===== config.mk =====
export PLATFORM = sky130hd
export DESIGN_NAME = serial_add_ctrl
export DESIGN_NICKNAME = d
export VERILOG_FILES = /design/src/rtl/serial_add_ctrl.sv
export SDC_FILE = /design/constraint.sdc
export NUM_CORES = 1
export LEC_CHECK = 0
export ABC_AREA = 1
export CELL_PAD_IN_SITES_DETAIL_PLACEMENT = 0
export CELL_PAD_IN_SITES_GLOBAL_PLACEMENT = 1
export CORE_MARGIN = 2
export CORE_UTILIZATION = 39
export CTS_CLUSTER_SIZE = 12
export DETAILED_ROUTE_END_ITERATION = 8
export PLACE_DENSITY = 0.88
export SYNTH_ARGS = -nofsm -noshare
export SYNTH_HDL_FRONTEND = slang
export SYNTH_SLANG_ARGS = --single-unit

===== constraint.sdc =====
create_clock -name clk -period 2.1 [get_ports clk]
set_input_delay 0.42 -clock clk [delete_from_list [all_inputs] [get_ports clk]]
set_output_delay 0.42 -clock clk [all_outputs]
set_load 0.005 [all_outputs]

===== src/rtl/serial_add_ctrl.sv =====
// Bit-serial adder sequencer: one shared full-adder slice (two half adders)
// walks the operands LSB first, one bit per clock, behind a start/busy/done handshake.
module serial_add_ctrl #(
    parameter int WIDTH = 8
) (
    input  logic             clk,
    input  logic             rst,
    input  logic             start,
    input  logic [WIDTH-1:0] a,
    input  logic [WIDTH-1:0] b,
    input  logic             cin,
    output logic             busy,
    output logic             done,
    output logic [WIDTH-1:0] sum,
    output logic             cout
);
    localparam int CW = (WIDTH > 1) ? $clog2(WIDTH) : 1;
    localparam logic [CW-1:0] LAST_BIT = CW'(WIDTH - 1);

    typedef enum logic [1:0] {IDLE, SHIFT, DONE} state_t;

    state_t           state, state_nxt;
    logic [WIDTH-1:0] ra, rb, ps;
    logic             c;
    logic [CW-1:0]    cnt;

    logic p, g1, s, g2, c_nxt, last;

    // Shared bit slice: HA1 on the operand bits, HA2 folds in the held carry.
    assign p     = ra[0] ^ rb[0];
    assign g1    = ra[0] & rb[0];
    assign s     = p ^ c;
    assign g2    = p & c;
    assign c_nxt = g1 | g2;
    assign last  = (cnt == LAST_BIT);

    always_ff @(posedge clk) begin
        if (rst) state <= IDLE;
        else     state <= state_nxt;
    end

    always_comb begin
        state_nxt = state;
        case (state)
            IDLE:    if (start) state_nxt = SHIFT;
            SHIFT:   if (last)  state_nxt = DONE;
            DONE:    state_nxt = IDLE;
            default: state_nxt = IDLE;
        endcase
    end

    // done is decoded from the one-cycle DONE state, so it is glitch-free.
    always_comb begin
        busy = (state == SHIFT);
        done = (state == DONE);
    end

    always_ff @(posedge clk) begin
        if (rst) begin
            ra   <= '0;
            rb   <= '0;
            ps   <= '0;
            c    <= 1'b0;
            cnt  <= '0;
            sum  <= '0;
            cout <= 1'b0;
        end else begin
            case (state)
                IDLE: begin
                    if (start) begin
                        ra  <= a;
                        rb  <= b;
                        c   <= cin;
                        cnt <= '0;
                    end
                end
                SHIFT: begin
                    ps  <= {s, ps[WIDTH-1:1]};
                    ra  <= {1'b0, ra[WIDTH-1:1]};
                    rb  <= {1'b0, rb[WIDTH-1:1]};
                    c   <= c_nxt;
                    cnt <= cnt + 1'b1;
                    // Result ports only move here, so partial sums never leak out.
                    if (last) begin
                        sum  <= {s, ps[WIDTH-1:1]};
                        cout <= c_nxt;
                    end
                end
                default: ;
            endcase
        end
    end
endmodule


# Word level (Yosys, flattened, before mapping)

Cells that the tools add are included.

Add/sub/neg operators: 1
Multiply operators: 0
Divide/modulo/power cells: 0
Magnitude comparators: 0
Equality and inequality tests: 5
Shift operators: 0
Mux-type cells: 11
Bitwise gates (word level): 5
Reduce and logical (&&, ||, !) cells: 5

Operators by type and width:

| operator            | count |
|---|---|
| $pmux 8 s2          | 2 |
| $mux 8              | 2 |
| $pmux 3 s2          | 1 |
| $reduce_and 2->1    | 3 |
| $mux 2              | 2 |
| $pmux 2 s2          | 1 |
| $add 3x1->3 const B | 1 |
| $eq 3x3->1 const B  | 1 |
| $mux 3              | 1 |
| $and 1x1->1         | 2 |
| $eq 2x1->1 const B  | 1 |
| $eq 2x2->1 const B  | 1 |
| $logic_not 2->1     | 1 |
| $ne 2x1->1 const B  | 1 |
| $ne 2x2->1 const B  | 1 |
| $pmux 1 s2          | 1 |
| $reduce_bool 2->1   | 1 |
| $xor 1x1->1         | 2 |
| $mux 1              | 1 |
| $or 1x1->1          | 1 |

Bits in registers: 39
Bits in latches: 0
Memory bits (writable): 0
ROM bits: 0
Bits of input ports: 20
Output and inout bits: 11
Memories kept: 0

# Depth between registers and ports, before layout

Gate-level depths: netlist (run 1).

Depth after elaboration: 4
Mapped depth: 8

# Least setup slack after synthesis (run 1)

Ideal clock, no wire load.

Kind: reg2out
From: register state[0]
To: output port busy
Arrival time: 0.770 ns
Setup slack: 0.910 ns
Stages on the path, launching flop included: 5
Path buffers: 2
Cells stage by stage: dfxtp_1 buf_4 inv_2 nor2_4 buf_4

Longest elaborated chain between the ends: 1

RTL lines:

| element                | RTL line | text |
|---|---|---|
| start, declared        | 22       | `state_t state, state_nxt;` |
| start signal, assigned | 39       | `else state <= state_nxt;` |
| $eq 2x1->1             | 54       | `busy = (state == SHIFT);` |
| end, declared          | 12       | `output logic busy,` |

No other way between the ends.

# Final worst setup path (run 1)

From: register state[1]
To: output port done

Longest elaborated chain between the ends: 1

RTL lines:

| element       | RTL line | text |
|---|---|---|
| $eq 2x2->1    | 55       | `done = (state == DONE);` |
| end, declared | 13       | `output logic done,` |

No other way between the ends.

==> results of run 1 <==
area by class of cell:
cell class	count	area (um^2)
multi-input cells	182	795
clock inverters	3	45.0
repair buffers	37	353
clock buffers	5	68.8
inverters	21	78.8
flip-flops and latches	38	761
fillers	459	2130
well taps	52	65.1
path summary, 6_finish.rpt:
path                            depth (start not counted)  endpoint  slack [ps]     start
worst max register to register                          4     ps[5]         440  state[1]
worst max-delay path                                    3      done         130  state[1]
worst min register to register                          2    sum[3]         460     ps[4]
worst min-delay path                                    2    sum[3]         460     ps[4]
sequential cells by signal, indices dropped and copies added (netlist names):
register  count
rb            8
ps            7
c             1
ra            8
cnt           3
sum           8
cout          1
state         2
power by group:
| part | total [mW] | switching, mW | internal, mW |
|---|---|---|---|
| clock network | 0.621 | 0.268 | 0.353 |
| logic | 0.227 | 0.123 | 0.104 |
| registers | 0.793 | 0.0278 | 0.766 |
logic make-up (layout without fill, tap and decap cells):
kind of cell | Yosys count | after routing | synth area share (%)
simple gates | 165 | 165 | 38.8
flops | 38 | 38 | 44.1
buf+inv | 35 | 66 | 9.80
compound gates | 14 | 14 | 4.72
fa+ha+maj | 3 | 3 | 2.61
metrics by stage:
stage / cell area, um^2 / util, % / setup WS (ps) / hold WS [ps] / power [mW]
CTS: 2170 / 50.4 / 114 / 467 / 1.66
floorplan: 1720 / - / 910 / 435 / 0.965
finish: 2170 / 50.4 / 127 / 462 / 1.64
detailed placement: 2050 / 47.8 / 434 / 453 / 1.04
global route: 2170 / 50.4 / 32.5 / 487 / 1.73
global placement: 2050 / 47.8 / 426 / 449 / 1.03
critical path, stage by stage (launching register included):
cell,delay (ps)
dfxtp_1,430
inv_2,190
nor2_1,130
clkdlybuf4s50_1,500
metal layers:
metal,vias to the layer above,track usage [%],share of wire (%)
met5,-,0,0
met4,0,5.13,0.84
met3,4,3.61,3.8
met2,25,26.3,46
met1,635,19.0,49
li1,833,-,-
cells in the final DEF (no fill, tap or decap), drive strengths merged:
master / count
dfxtp: 38
clkbuf: 5
clkinvlp: 2
bufinv: 1
ha: 2
buf: 7
inv: 21
a21oi: 5
nor2: 52
fa: 1
nand2: 88
nand3: 25
clkdlybuf4s50: 30
o21ai: 9
==> flow_summary.html, run 1 <==
<table>
<tr><th>Metric</th><th>Value</th></tr>
<tr><th colspan="2">Worst setup path</th></tr>
<tr><td>Critical path required time</td><td>1680 ps</td></tr>
<tr><td>Critical Path Start Type</td><td>flop</td></tr>
<tr><td>Critical-path maximum fanout</td><td>18</td></tr>
<tr><td>Critical setup path kind</td><td>flop to primary output</td></tr>
<tr><td>Critical Path Sink Type</td><td>primary output</td></tr>
<tr><td>Worst Path Arrival</td><td>1550 ps</td></tr>
<tr><th colspan="2">Floorplan</th></tr>
<tr><td>I/O Pins</td><td>31</td></tr>
<tr><td>Floorplan die area</td><td>4970 um^2</td></tr>
<tr><td>Die Width</td><td>70.5 um</td></tr>
<tr><td>DIE HEIGHT</td><td>70.5 um</td></tr>
<tr><td>Effective utilization at floorplan</td><td>40.2%</td></tr>
<tr><td>Core box area</td><td>4290 um^2</td></tr>
<tr><td>Number of placement rows</td><td>24</td></tr>
<tr><th colspan="2">Job</th></tr>
<tr><td>Number of maximum-capacitance constraint violations</td><td>0</td></tr>
<tr><th colspan="2">Power and ir drop</th></tr>
<tr><td>Worst IR Drop VDD</td><td>381 uV</td></tr>
<tr><td>Lkg Pwr</td><td>1.01 nW</td></tr>
<tr><td>Power per cell area</td><td>758 nW/um^2</td></tr>
<tr><th colspan="2">Routing</th></tr>
<tr><td>Vias per cell</td><td>4.43</td></tr>
<tr><td>Routed wire length</td><td>3440 um</td></tr>
<tr><td>Average routed wire per standard cell</td><td>10.2 um</td></tr>
<tr><td>Remaining design rule violation count</td><td>0</td></tr>
<tr><td>Antenna viol nets, final</td><td>0</td></tr>
<tr><td>Vias</td><td>1,497</td></tr>
<tr><td>Drt initial violations</td><td>77</td></tr>
<tr><td>Number of detailed-route iterations in the first pass</td><td>4</td></tr>
<tr><th colspan="2">Placement</th></tr>
<tr><td>Input/output buffers</td><td>30</td></tr>
<tr><td>Placed cell count</td><td>330</td></tr>
<tr><td>Last weighted congestion value of the routability-driven placer</td><td>0.731</td></tr>
<tr><td>Total half-perimeter wirelength after legalization and detailed placement</td><td>2280 um</td></tr>
<tr><th colspan="2">CTS</th></tr>
<tr><td>Buffer count from post-CTS setup fixing</td><td>0</td></tr>
<tr><td>Level count of the clock H-tree</td><td>2</td></tr>
<tr><td>Total of cells resized after clock tree synthesis</td><td>0</td></tr>
<tr><td>Clock slew at the register clock pins of the worst setup and hold paths</td><td>80 ps</td></tr>
<tr><td>CTS tree</td><td>done</td></tr>
<tr><td>Clock tree buffer depth</td><td>2</td></tr>
<tr><td>Cts bufs inserted</td><td>5</td></tr>
<tr><td>Clock sink count</td><td>38</td></tr>
<tr><td>Insertion delay to the later sink of the worst-skew pair</td><td>290 ps</td></tr>
<tr><td>Number of buffers added to fix hold violations after cts</td><td>0</td></tr>
<tr><td>Clock root cell</td><td>clkbuf_8</td></tr>
<tr><th colspan="2">Global routing</th></tr>
<tr><td>Pin count of the biggest net entering global routing</td><td>33</td></tr>
<tr><td>GR Util All Layers</td><td>15.4%</td></tr>
<tr><td>Sum of overflow across all layers after global routing</td><td>0</td></tr>
<tr><td>Antenna violations before repair</td><td>0</td></tr>
<tr><td>Number of global-route vias before repair</td><td>1,425</td></tr>
<tr><td>Global-route wire length before repair</td><td>6130 um</td></tr>
<tr><th colspan="2">STA</th></tr>
<tr><td>Hold violation count in the final report</td><td>0</td></tr>
<tr><td>Slew of the pin with the lowest slew margin</td><td>667 ps</td></tr>
<tr><td>Max Fclk</td><td>0.507 GHz</td></tr>
<tr><td>Final Critical Period</td><td>1970 ps</td></tr>
<tr><td>Max-slew violation count</td><td>0</td></tr>
<tr><td>Final-layout setup total negative slack</td><td>0 ps</td></tr>
<tr><td>Rel. slew slack</td><td>55.5%</td></tr>
<tr><td>Unrepaired setup endpoints after global routing</td><td>false</td></tr>
<tr><td>Worst Clk Skew</td><td>5.44 ps</td></tr>
<tr><td>Final setup violation count</td><td>0</td></tr>
<tr><td>Part of the cycle the worst path needs</td><td>94.0%</td></tr>
<tr><th colspan="2">Outcome</th></tr>
<tr><td>Run status</td><td>finished, final reports clean</td></tr>
<tr><th colspan="2">Worst hold path</th></tr>
<tr><td>Worst min-delay path category</td><td>flop to flop</td></tr>
<tr><th colspan="2">Cells and area</th></tr>
<tr><td>Fraction of layout instances using a drive strength above 1</td><td>7.34%</td></tr>
<tr><td>Post-layout instance count excluding filler cells</td><td>338</td></tr>
<tr><td>Number of nets at the end of the flow</td><td>308</td></tr>
<tr><td>Area added between synthesis and finish</td><td>25.6%</td></tr>
<tr><td>Antenna diode count</td><td>0</td></tr>
<tr><th colspan="2">Yosys</th></tr>
<tr><td>Post-synth top area cell</td><td>dfxtp_1</td></tr>
<tr><td>Avg Synthesized Cell Area</td><td>6.76 um^2</td></tr>
<tr><td>Number of warnings reported in the yosys synthesis log</td><td>0</td></tr>
<tr><td>Fraction of registers with async set/reset</td><td>0%</td></tr>
<tr><td>Post-synth EDFFs</td><td>0</td></tr>
<tr><td>Cell types with the largest area share after synthesis</td><td>dfxtp_1 (44%), nand2_1 (19%), nor2_1 (11%)</td></tr>
<tr><td>Most instantiated library cell after synthesis</td><td>nand2_1</td></tr>
<tr><td>Count of unique library cells instantiated by Yosys</td><td>18</td></tr>
<tr><td>Top cells by count, synth</td><td>nand2_1 (87), nor2_1 (50), dfxtp_1 (38)</td></tr>
<tr><td>Mapped Nets</td><td>278</td></tr>
<tr><td>Portion of the post-synthesis area used by sequential elements</td><td>44.1%</td></tr>
<tr><td>Gate count of the mapped netlist</td><td>255</td></tr>
<tr><td>Synthesis-stage register bit count</td><td>38</td></tr>
<tr><td>Most used DFF post-synth</td><td>dfxtp_1</td></tr>
<tr><td>Mapped cell area</td><td>1720 um^2</td></tr>
<tr><td>Area fraction of the dominant cell type after synthesis</td><td>44.1%</td></tr>
</table>
No activity file was read; power rests on OpenSTA's default activity.
==> inputs of run 2 (changes only) <==
==> config.mk (replaced) <==
export PLATFORM = sky130hd
export DESIGN_NAME = serial_add_ctrl
export DESIGN_NICKNAME = d
export VERILOG_FILES = /design/src/rtl/serial_add_ctrl.sv
export SDC_FILE = /design/constraint.sdc
export NUM_CORES = 1
export LEC_CHECK = 0
export ABC_AREA = 1
export CELL_PAD_IN_SITES_DETAIL_PLACEMENT = 2
export CELL_PAD_IN_SITES_GLOBAL_PLACEMENT = 2
export CORE_MARGIN = 2
export CORE_UTILIZATION = 30
export CTS_CLUSTER_SIZE = 12
export DETAILED_ROUTE_END_ITERATION = 8
export PLACE_DENSITY = 0.84
export SYNTH_ARGS = -nofsm -noshare
export SYNTH_HDL_FRONTEND = slang
export SYNTH_SLANG_ARGS = --single-unit
==> run 2 against run 1 <==
  * Combinational power rose by 11%
  * Total power is 3.8% lower
  * Fmax increased by 2.3%
  * Global-route usage is 2.0 points higher
  * Clock power down 14%
  * Clock-buffer cell count up 2
  * Final area rose by 1.0%
  * Hold slack better by 8.3 ps
  * Routed wire length increased by 45%
  * Setup slack improved by 44 ps
  * Critical path type unchanged
  * Highest routed layer unchanged
==> flow_summary.html, run 2 (same netlist as run 1, synthesis figures left out) <==
<table>
<tr><th>Metric</th><th>Value</th></tr>
<tr><th colspan="2">Outcome</th></tr>
<tr><td>Run status</td><td>finished, final reports clean</td></tr>
<tr><th colspan="2">Floorplan</th></tr>
<tr><td>Effective utilization at floorplan</td><td>31.1%</td></tr>
<tr><td>Floorplan die area</td><td>6370 um^2</td></tr>
<tr><td>DIE HEIGHT</td><td>79.8 um</td></tr>
<tr><td>I/O Pins</td><td>31</td></tr>
<tr><td>Number of placement rows</td><td>27</td></tr>
<tr><td>Core box area</td><td>5540 um^2</td></tr>
<tr><td>Die Width</td><td>79.8 um</td></tr>
<tr><th colspan="2">Placement</th></tr>
<tr><td>Input/output buffers</td><td>30</td></tr>
<tr><td>Total half-perimeter wirelength after legalization and detailed placement</td><td>3390 um</td></tr>
<tr><td>Last weighted congestion value of the routability-driven placer</td><td>0.707</td></tr>
<tr><td>Post-Place Setup Slack</td><td>469 ps</td></tr>
<tr><th colspan="2">Power and ir drop</th></tr>
<tr><td>Total power draw</td><td>1.58 mW</td></tr>
<tr><td>Lkg Pwr</td><td>1.01 nW</td></tr>
<tr><td>Power per cell area</td><td>722 nW/um^2</td></tr>
<tr><td>Worst IR Drop VDD</td><td>216 uV</td></tr>
<tr><th colspan="2">Cells and area</th></tr>
<tr><td>Fraction of layout instances using a drive strength above 1</td><td>7.32%</td></tr>
<tr><td>Most frequent cells in the layout</td><td>nand2_1 (87), nor2_1 (50), dfxtp_1 (38)</td></tr>
<tr><td>Area added between synthesis and finish</td><td>26.9%</td></tr>
<tr><td>Top Registers</td><td>ra x8, rb x8, sum x8</td></tr>
<tr><td>Most common cell after layout, fill and taps aside</td><td>nand2_1</td></tr>
<tr><td>Number of nets at the end of the flow</td><td>309</td></tr>
<tr><td>Antenna diode count</td><td>0</td></tr>
<tr><th colspan="2">Routing</th></tr>
<tr><td>Drt initial violations</td><td>84</td></tr>
<tr><td>Vias per cell</td><td>4.55</td></tr>
<tr><td>Vias</td><td>1,635</td></tr>
<tr><td>Routed wire length</td><td>4980 um</td></tr>
<tr><td>Met2 WL</td><td>2370 um</td></tr>
<tr><td>Remaining design rule violation count</td><td>0</td></tr>
<tr><td>Number of detailed-route iterations in the first pass</td><td>4</td></tr>
<tr><td>Average routed wire per standard cell</td><td>13.9 um</td></tr>
<tr><td>Met3 layer wire length in the routed design</td><td>154 um</td></tr>
<tr><td>Antenna viol nets, final</td><td>0</td></tr>
<tr><td>Met1 Wirelength</td><td>2350 um</td></tr>
<tr><td>Highest metal layer with signal wires</td><td>met4</td></tr>
<tr><th colspan="2">Global routing</th></tr>
<tr><td>Sum of overflow across all layers after global routing</td><td>0</td></tr>
<tr><td>Antenna violations before repair</td><td>0</td></tr>
<tr><td>GR Util All Layers</td><td>17.4%</td></tr>
<tr><td>Global-route wire length before repair</td><td>8380 um</td></tr>
<tr><td>Number of global-route vias before repair</td><td>1,744</td></tr>
<tr><td>Pin count of the biggest net entering global routing</td><td>36</td></tr>
<tr><th colspan="2">CTS</th></tr>
<tr><td>Clock sink count</td><td>38</td></tr>
<tr><td>CTS tree</td><td>done</td></tr>
<tr><td>Number of buffers added to fix hold violations after cts</td><td>0</td></tr>
<tr><td>Clock tree buffer depth</td><td>2</td></tr>
<tr><td>Cts bufs inserted</td><td>5</td></tr>
<tr><td>Insertion delay to the later sink of the worst-skew pair</td><td>290 ps</td></tr>
<tr><td>Clock slew at the register clock pins of the worst setup and hold paths</td><td>80 ps</td></tr>
<tr><td>Buffer count from post-CTS setup fixing</td><td>0</td></tr>
<tr><td>Level count of the clock H-tree</td><td>2</td></tr>
<tr><td>Clock root cell</td><td>clkbuf_8</td></tr>
<tr><td>Total of cells resized after clock tree synthesis</td><td>0</td></tr>
<tr><th colspan="2">Worst setup path</th></tr>
<tr><td>Worst Path Arrival</td><td>1510 ps</td></tr>
<tr><td>Critical setup path kind</td><td>flop to primary output</td></tr>
<tr><td>Critical Path Start Type</td><td>flop</td></tr>
<tr><td>Critical path required time</td><td>1680 ps</td></tr>
<tr><td>Critical Path Sink Type</td><td>primary output</td></tr>
<tr><td>Critical-path maximum fanout</td><td>3</td></tr>
<tr><th colspan="2">STA</th></tr>
<tr><td>Final-layout setup total negative slack</td><td>0 ps</td></tr>
<tr><td>Final worst setup slack</td><td>171 ps</td></tr>
<tr><td>Slew of the pin with the lowest slew margin</td><td>339 ps</td></tr>
<tr><td>Unrepaired setup endpoints after global routing</td><td>false</td></tr>
<tr><td>Final Critical Period</td><td>1930 ps</td></tr>
<tr><td>Max Fclk</td><td>0.518 GHz</td></tr>
<tr><td>Max-slew violation count</td><td>0</td></tr>
<tr><td>Part of the cycle the worst path needs</td><td>91.8%</td></tr>
<tr><td>Rel. slew slack</td><td>77.4%</td></tr>
<tr><td>Hold violation count in the final report</td><td>0</td></tr>
<tr><td>Worst Clk Skew</td><td>6.83 ps</td></tr>
<tr><td>Final setup violation count</td><td>0</td></tr>
<tr><th colspan="2">Job</th></tr>
<tr><td>Number of maximum-capacitance constraint violations</td><td>0</td></tr>
<tr><th colspan="2">Worst hold path</th></tr>
<tr><td>Worst min-delay path category</td><td>flop to flop</td></tr>
</table>
## run 2: changes by cell type in the layout (fill, tap and decap cells not counted), sizes merged
cell	before	now
clkinvlp	2	0
clkbuf	5	7
clkinv	0	1
bufinv	1	0
buf	7	8
## run 2: path summary, 6_finish.rpt
| check | start | endpoint | slack, ps | cells past startpoint |
|---|---|---|---|---|
| worst min register to register | ps[5] | sum[4] | 470 | 2 |
| worst min-delay path | ps[5] | sum[4] | 470 | 2 |
| worst max register to register | state[0] | cout | 650 | 7 |
| worst max-delay path | state[1] | done | 170 | 3 |
## run 2: metrics by stage
stage / hold slack, ps / area, um^2 / instances / util [%]
floorplan: 435 / 1720 / 255 / -
global placement: 453 / 2100 / 351 / 37.9
detailed placement: 464 / 2100 / 351 / 37.9
CTS: 477 / 2190 / 359 / 39.5
global route: 508 / 2190 / 359 / 39.5
finish: 471 / 2190 / 359 / 39.5
## run 2: layout make-up
cell class	count	area (um^2)
clock buffers	7	86.3
clock inverters	1	5.00
fillers	668	3350
inverters	21	78.8
multi-input cells	182	795
flip-flops and latches	38	761
well taps	72	90.1
repair buffers	38	373
## run 2: where the power goes
part / internal [mW] / leakage, nW / switching, mW
combinational: 0.109 / 0.654 / 0.143
sequential: 0.766 / 0.312 / 0.0301
clock: 0.265 / 0.0482 / 0.266
## run 2: critical path, stage by stage, from the launching register on
cell and delay, ps:
dfxtp_1 420, inv_2 60, nor2_1 170, clkdlybuf4s50_1 560
## run 2: routing by layer
metal	vias up	global-route usage, %
met3	8	4.19
met5	-	0
li1	834	-
met1	770	21.4
met2	23	29.1
met4	0	6.95
